## config.mk

```make
export PLATFORM = sky130hd
export DESIGN_NAME = mux_pipe_n
export DESIGN_NICKNAME = d
export VERILOG_FILES = /design/src/rtl/mux_pipe_n.sv
export SDC_FILE = /design/constraint.sdc
export NUM_CORES = 1
export LEC_CHECK = 0
export CAP_MARGIN = 10
export CORE_ASPECT_RATIO = 1.2
export CORE_MARGIN = 5
export CORE_UTILIZATION = 31
export CTS_CLUSTER_SIZE = 12
export DETAILED_ROUTE_END_ITERATION = 8
export PLACE_DENSITY = 0.78
export RECOVER_POWER = 100
export SLEW_MARGIN = 20
export SYNTH_ARGS = -nofsm -noshare
export SYNTH_HDL_FRONTEND = slang
export SYNTH_SLANG_ARGS = --single-unit
export TNS_END_PERCENT = 30
```

## constraint.sdc

```tcl
create_clock -name clk -period 1 [get_ports clk]
set_input_delay 0.1 -clock clk [delete_from_list [all_inputs] [get_ports clk]]
set_output_delay 0.1 -clock clk [all_outputs]
set_load 0.005 [all_outputs]
```

## src/rtl/mux_pipe_n.sv

```systemverilog
// mux_pipe_n: NUM_CH-way data multiplexer with an optional registered select,
// PIPE output register stages, a valid pipeline that tracks the data path, and
// a sticky flag raised when a qualified sample uses an out-of-range select.
module mux_pipe_n #(
    parameter int DATA_WIDTH = 18,
    parameter int NUM_CH     = 4,
    parameter int SEL_REG    = 1,
    parameter int PIPE       = 1,
    localparam int SEL_W     = (NUM_CH > 1) ? $clog2(NUM_CH) : 1
) (
    input  logic                         clk,
    input  logic                         rst,
    input  logic                         ce,
    input  logic [SEL_W-1:0]             sel,
    input  logic [NUM_CH*DATA_WIDTH-1:0] x,
    input  logic                         in_valid,
    input  logic                         clr_err,
    output logic [DATA_WIDTH-1:0]        y,
    output logic                         out_valid,
    output logic                         sel_err
);

    // A power-of-two channel count leaves no unused select codes.
    localparam bit POW2 = (NUM_CH == (1 << SEL_W));

    logic [SEL_W-1:0]      sel_e;
    logic [DATA_WIDTH-1:0] mux_y;
    logic                  sel_oor;

    // ------------------------------------------------------------------
    // Effective select: registered (one extra cycle of sel latency) or direct
    // ------------------------------------------------------------------
    if (SEL_REG != 0) begin : g_sel_reg
        logic [SEL_W-1:0] sel_q;
        logic [SEL_W-1:0] sel_d;

        // Next select value: load on enabled edges, otherwise hold.
        always_comb begin
            sel_d = ce ? sel : sel_q;
        end

        // Select register.
        // NOTE: state is updated with non-blocking assignments so every flop
        // samples the pre-edge value of every other flop.
        always_ff @(posedge clk or posedge rst) begin
            if (rst) sel_q <= '0;
            else     sel_q <= sel_d;
        end

        assign sel_e = sel_q;
    end else begin : g_sel_comb
        assign sel_e = sel;
    end

    assign sel_oor = !POW2 && (int'(sel_e) >= NUM_CH);

    // Channel selection; unused select codes produce all zeros.
    // NOTE: every variable written here gets a default first, otherwise a
    // path that skips the assignment would infer a latch.
    always_comb begin
        mux_y = '0;
        for (int k = 0; k < NUM_CH; k++) begin
            if (sel_e == SEL_W'(k)) mux_y = x[k*DATA_WIDTH +: DATA_WIDTH];
        end
    end

    // ------------------------------------------------------------------
    // Output pipeline: data and valid advance together, only when ce=1
    // ------------------------------------------------------------------
    if (PIPE > 0) begin : g_pipe
        logic [DATA_WIDTH-1:0] data_q [PIPE];
        logic [DATA_WIDTH-1:0] data_d [PIPE];
        logic [PIPE-1:0]       vld_q;
        logic [PIPE-1:0]       vld_d;

        // Shift the data/valid stages by one position on enabled edges.
        always_comb begin
            data_d = data_q;
            vld_d  = vld_q;
            if (ce) begin
                data_d[0] = mux_y;
                vld_d[0]  = in_valid;
                for (int i = 1; i < PIPE; i++) begin
                    data_d[i] = data_q[i-1];
                    vld_d[i]  = vld_q[i-1];
                end
            end
        end

        // Pipeline registers.
        // NOTE: the data stages are reset along with the valid bits because y
        // must read zero during reset, not just be qualified off.
        always_ff @(posedge clk or posedge rst) begin
            if (rst) begin
                for (int i = 0; i < PIPE; i++) data_q[i] <= '0;
                vld_q <= '0;
            end else begin
                data_q <= data_d;
                vld_q  <= vld_d;
            end
        end

        assign y         = data_q[PIPE-1];
        assign out_valid = vld_q[PIPE-1];
    end else begin : g_no_pipe
        assign y         = mux_y;
        assign out_valid = in_valid;
    end

    // ------------------------------------------------------------------
    // Sticky out-of-range flag; clear is independent of ce, set wins
    // ------------------------------------------------------------------
    logic sel_err_q;
    logic sel_err_d;

    // Next flag value: clear request first, then a set overrides it.
    always_comb begin
        sel_err_d = sel_err_q;
        if (clr_err) sel_err_d = 1'b0;
        if (ce && in_valid && sel_oor) sel_err_d = 1'b1;
    end

    // Error flag register.
    always_ff @(posedge clk or posedge rst) begin
        if (rst) sel_err_q <= 1'b0;
        else     sel_err_q <= sel_err_d;
    end

    assign sel_err = sel_err_q;

endmodule

```

==> flow_summary.ini, run 1 <==
[clocking]
htreeDepth = 1
cts_sinks = 21
cts_hold_buf = 0
cts.path.max_buffers = 2
cts_tree = built
cts_made_buffers = 3
cts_root_buf = clkbuf_8
path_clk_slew_ns = 0.07
clkLatencyLatePin_ns = 0.25

[final_layout]
multi_input_area_um2 = 689
nets = 296
fillers = 358
num_antenna_cells = 0
final-seq-area_um2 = 527
drive_gt1_share_pct = 12.0
fin_util_pct = 58.7
syn2layout_area_growth_pct = 87.2

[drt]
ant_nets = 0
wl_per_cell_um = 15.2
firstDrtPassIters = 4
wl_mm = 4.14
remaining_drc_errors = 0
viasPerCell = 4.79
vias = 1303
initialDrtViolationCount = 53

[grt]
grt_max_degree = 22
antenna_found_initial = 0
grt_pass1_wl_mm = 6.67
grt_usage_pct = 14.7
grt-ovfl-total = 0
grt_pass1_vias = 1344

[die]
ios = 99
die_x_um = 69.5
core-area_um2 = 4200
row_count = 26
dieArea_um2 = 5650
initial_utilization_pct = 31.4
dieHeight_um = 81.4

[power_and_ir_drop]
seq_power_share_pct = 39.2
intPower_w = 0.00200
p_sw_share_pct = 26.4
clkPwrFrac_pct = 20.1
ir_drop_mv = 0.474
power_switching_w = 0.000716
power_leakage_nw = 1.07
p_comb_share_pct = 40.7
powerDensity_nw_per_um2 = 1100

[synth]
syn_nets = 189
ys_seq_elements = 21
yosysSeqAreaShare_pct = 39.9
yosysUniqueCellTypes = 14
synth_area_um2 = 1320
synth_cells = 110
syn_avg_cell_area_um2 = 12.0
ys_warn_count = 0

[sta]
finalCriticalPeriod_ns = 1.17
rsz0062_at_grt = true
hold_viol = 0
drv_slew = 0
setup-violations-final = 19
fmax_mhz = 854
worstMarginPinSlew_ns = 0.533
post-route-period-util_pct = 117
finClkSkew_ns = 0.00128
hold_ws_ns = 0.339
worst_slack_ns = -0.171
slew_headroom_pct = 64.4

[setup_path]
cp_top_family = flip-flops
start_kind = flip-flop
path_class = reg -> reg
cp_num_buf_inv = 1
worst-path-max-fanout = 15
cp_slowest_cell = dfrtp_2
crit_path_max_incr_delay_ns = 0.46
rr_worst_depth = 3
cp.depth = 3
required_ns = 1.13
cp.arrival_ns = 1.30
path_cells = buf_12 > mux2i_2 > o221ai_1
end_kind = flip-flop

[run_status]
violations = setup timing
outcome = finished, violations left

[run]
maxCapViolCount = 0

[worst_hold_path]
hold_class = in -> reg
hold_depth = 3

[placement]
place.gp.congestion = 0.807
portBuffers = 96
hpwl_mm = 3.30
pre_cts_ws_ns = -0.255
[per-stage QoR]
step           total power [W]  cells  setup TNS (ns)  area [µm²]
6_report               0.00272    272           -2.23        2460
5_1_grt                0.00288    272           -3.25        2460
4_1_cts                0.00275    271           -2.48        2460
3_5_place_dp           0.00219    260           -4.34        2360
3_3_place_gp           0.00217    260           -3.54        2360
2_1_floorplan          0.00152    110          -0.894        1320
[logic make-up after synthesis]
| kind of cell | after synthesis | share of synthesized area, % |
|---|---|---|
| other | 1 | 0.285 |
| buffers and inverters | 11 | 8.55 |
| flip-flops | 21 | 39.9 |
| multiplexers | 39 | 29.9 |
| AND/OR/NAND/NOR | 20 | 9.32 |
| AO/OA/AOI/OAI | 18 | 12.0 |
[state kept, by name (all words and copies together) (netlist names)]
name / count
y: 18
out_valid: 1
g_sel_reg.sel_q: 2
[power by group through the flow]
stage | sequential, W | combinational (W) | clock (W)
5_1_grt | 0.00108 | 0.00119 | 0.000609
3_5_place_dp | 0.00108 | 0.00111 | 0
6_report | 0.00106 | 0.00111 | 0.000547
3_3_place_gp | 0.00108 | 0.00110 | 0
4_1_cts | 0.00106 | 0.00112 | 0.000568
2_1_floorplan | 0.00108 | 0.000443 | 0
[Yosys cell counts (all sizes together)]
library cell,instances,area (µm²)
buf,8,100
clkbuf,2,8.75
conb,1,3.75
dfrtp,21,526
inv,1,3.75
mux2,3,33.8
mux2i,36,360
nand2,1,3.75
nand2b,19,119
o221ai,18,158
[timing repair]
item,CTS,global route
setup endpoints to repair,38,23
setup buffers,7,1
pin swaps,2,0
gates resized for setup,37,7
[tightest hold or removal path, cell delays in order]
cell,delay [ns]
dlymetal6s2s_1,0.16
buf_6,0.15
mux2_2,0.15
[routing by layer]
layer | part of all wire, % | global-route usage, % | routed length [µm]
met1 | 40 | 17.1 | 1670
met2 | 51 | 26.1 | 2110
met3 | 8.2 | 4.83 | 340
met4 | 0.46 | 3.52 | 19
met5 | 0 | 0 | 0
[area by class of cell]
class | count | area share (%)
Sequential cell | 21 | 21.4
Inverter | 1 | 0.152
Timing Repair Buffer | 112 | 45.8
Multi-Input combinational cell | 78 | 28.0
Clock buffer | 4 | 1.83
Tap cell | 56 | 2.84
[worst paths after layout]
check                                   start            endpoint  slack [ns]
max                        g_sel_reg.sel_q[1]               y[11]       -0.17
min                                        ce           out_valid        0.34
max reg2reg                g_sel_reg.sel_q[1]               y[11]       -0.17
min reg2reg                              y[4]                y[4]        0.50
max in group asynchronous                 rst  g_sel_reg.sel_q[1]        0.21
min in group asynchronous                 rst           out_valid        0.40
[cells in the final DEF (no fill, tap or decap), drive strengths merged, types with 3 or more instances in the layout]
cell type | Yosys | layout
buf | 8 | 15
clkbuf | 2 | 6
clkdlybuf4s15 | 0 | 18
clkdlybuf4s50 | 0 | 75
dfrtp | 21 | 21
mux2 | 3 | 3
mux2i | 36 | 36
nand2b | 19 | 19
o221ai | 18 | 18
Note: power is estimated with default switching activity, not from simulation.
==> run 2, diff against run 1 <==
--- a/config.mk
+++ b/config.mk
@@ -7,7 +7,7 @@
 export LEC_CHECK = 0
 export CAP_MARGIN = 10
 export CORE_ASPECT_RATIO = 1.2
-export CORE_MARGIN = 5
+export CORE_MARGIN = 3
 export CORE_UTILIZATION = 31
 export CTS_CLUSTER_SIZE = 12
 export DETAILED_ROUTE_END_ITERATION = 8
==> run 2 against run 1 <==
Net effect:
- the flow still finishes with violations (setup timing)
- cell count grew 0.37%
- via count grew 3.7%
- critical path depth is the same
- critical path type unchanged
- highest routed layer unchanged
==> flow_summary.ini, run 2 (synthesized netlist as in run 1, its figures left out) <==
[setup_path]
reg2reg_to = y[10]
rr_worst_depth = 3
start_kind = flip-flop
path_cells = buf_12 > mux2i_2 > o221ai_1
cp.arrival_ns = 1.24
cp_num_buf_inv = 1
required_ns = 1.13
timing.rr.start = g_sel_reg.sel_q[1]
worst-path-max-fanout = 20
cp_slowest_cell = dfrtp_2
cp_top_family = flip-flops
crit_path_max_incr_delay_ns = 0.40
reg2reg_slack_ns = -0.11
path_class = reg -> reg
end_kind = flip-flop

[final_layout]
layout_common_cells = clkdlybuf4s50_1, mux2i_1, dfrtp_1, nand2b_1, o221ai_1
drive_gt1_share_pct = 12.8
syn2layout_area_growth_pct = 86.0
mostFrequentLayoutCell = clkdlybuf4s50_1
fillers = 357
nets = 299
num_antenna_cells = 0
fin_util_pct = 61.2
largest_register_ffs = 18

[drt]
viasPerCell = 4.95
vias = 1351
initialDrtViolationCount = 43
ant_nets = 0
wl_per_cell_um = 16.1
wl_mm = 4.39
firstDrtPassIters = 4
remaining_drc_errors = 0

[sta]
rsz0062_at_grt = true
worstMarginPinSlew_ns = 0.517
post-route-period-util_pct = 111
slew_headroom_pct = 65.6
setup-violations-final = 18
fmax_mhz = 900
finClkSkew_ns = 0.00439
finalCriticalPeriod_ns = 1.11
drv_slew = 0
worst_slack_ns = -0.111
hold_ws_ns = 0.342
hold_viol = 0

[clocking]
cts_root_buf = clkbuf_8
cts.path.max_buffers = 2
path_clk_slew_ns = 0.08
cts_made_buffers = 3
cts_sinks = 21
clkLatencyLatePin_ns = 0.26
cts_tree = built
htreeDepth = 1

[power_and_ir_drop]
p_sw_share_pct = 27.0
p_comb_share_pct = 40.4
clkPwrFrac_pct = 20.4
seq_power_share_pct = 39.3
power_switching_w = 0.000735
intPower_w = 0.00199
power_leakage_nw = 1.07
powerDensity_nw_per_um2 = 1110
ir_drop_mv = 0.646

[placement]
portBuffers = 96
place.gp.congestion = 0.796
hpwl_mm = 3.51

[grt]
grt-ovfl-total = 0
grt_max_degree = 22
antenna_found_initial = 0
grt_pass1_vias = 1462
grt_usage_pct = 17.9
grt_pass1_wl_mm = 7.09

[worst_hold_path]
hold_depth = 3
hold_class = in -> reg
hp-start = ce
hold-path-endpoint = g_sel_reg.sel_q[0]

[die]
row_count = 25
core-area_um2 = 4000
initial_utilization_pct = 32.9
dieHeight_um = 77.4
dieArea_um2 = 5070
ios = 99
die_x_um = 65.5

[run_status]
outcome = finished, violations left
violations = setup timing

[run]
maxCapViolCount = 0
## run 2: changes by cell type in the layout (fill, tap and decap cells not counted)
cell and change:
buf_12 -1, buf_4 +3, clkbuf_1 +3, clkbuf_4 +1, clkdlybuf4s15_1 -3, mux2i_1 +1
mux2i_2 -1
## run 2: power groups by stage
stage          registers (W)  clock network, W  logic [W]
3_3_place_gp         0.00108                 0    0.00107
6_report             0.00107          0.000555    0.00110
3_5_place_dp         0.00109                 0    0.00111
5_1_grt              0.00108          0.000603    0.00118
4_1_cts              0.00107          0.000568    0.00114
2_1_floorplan        0.00108                 0   0.000443
## run 2: cell type report
| class | count | area, µm² | area share (%) |
|---|---|---|---|
| sequential | 21 | 527 | 21.5 |
| timing repair buffer | 115 | 1120 | 45.7 |
| multi-input combinational | 78 | 686 | 28.0 |
| tap | 54 | 67.6 | 2.76 |
| clock buffer | 4 | 45.0 | 1.84 |
| inverter | 1 | 3.75 | 0.153 |
## run 2: worst min-delay path: cells and delay by family
family	cells	cell delay, ns
buffers and inverters	2	0.32
muxes	1	0.15
## run 2: metrics by stage
step / std cells / cell area, µm² / power (W) / setup WS, ns / setup TNS (ns)
6_report: 273 / 2450 / 0.00272 / -0.111 / -1.22
5_1_grt: 273 / 2450 / 0.00287 / -0.175 / -2.46
4_1_cts: 273 / 2480 / 0.00277 / -0.119 / -1.44
3_5_place_dp: 260 / 2360 / 0.00220 / -0.257 / -4.73
3_3_place_gp: 260 / 2360 / 0.00215 / -0.221 / -3.85
2_1_floorplan: 110 / 1320 / 0.00152 / -0.0533 / -0.894
## run 2: how the worst max path moves through the flow
stage | start | to | slack (ns) | depth (start not counted)
2_1_floorplan | g_sel_reg.sel_q[1] | y[10] | -0.05 | 4
3_3_place_gp | ce | g_sel_reg.sel_q[1] | -0.22 | 3
3_5_place_dp | ce | out_valid | -0.26 | 3
4_1_cts | g_sel_reg.sel_q[1] | y[10] | -0.12 | 3
5_1_grt | g_sel_reg.sel_q[1] | y[10] | -0.18 | 3
6_report | g_sel_reg.sel_q[1] | y[10] | -0.11 | 3
## run 2: per-layer routing
metal  global-route usage (%)  up-vias  wire length, µm  share of wire (%)
li1                         -      634                -                  -
met1                     19.4      646             1560                 36
met2                     32.7       64             2370                 54
met3                     5.93        7              412                9.4
met4                     4.36        0               50                1.1
met5                        0        -                0                  0
## run 2: repair_timing
action                                  CTS  global route
gates resized for setup                  38             8
endpoints found under the setup margin   37            26
hold buffers                              0             0
buffers inserted                          9             0
gates cloned                              0             0
pin swaps                                 1             0
endpoints found under the hold margin     0             0
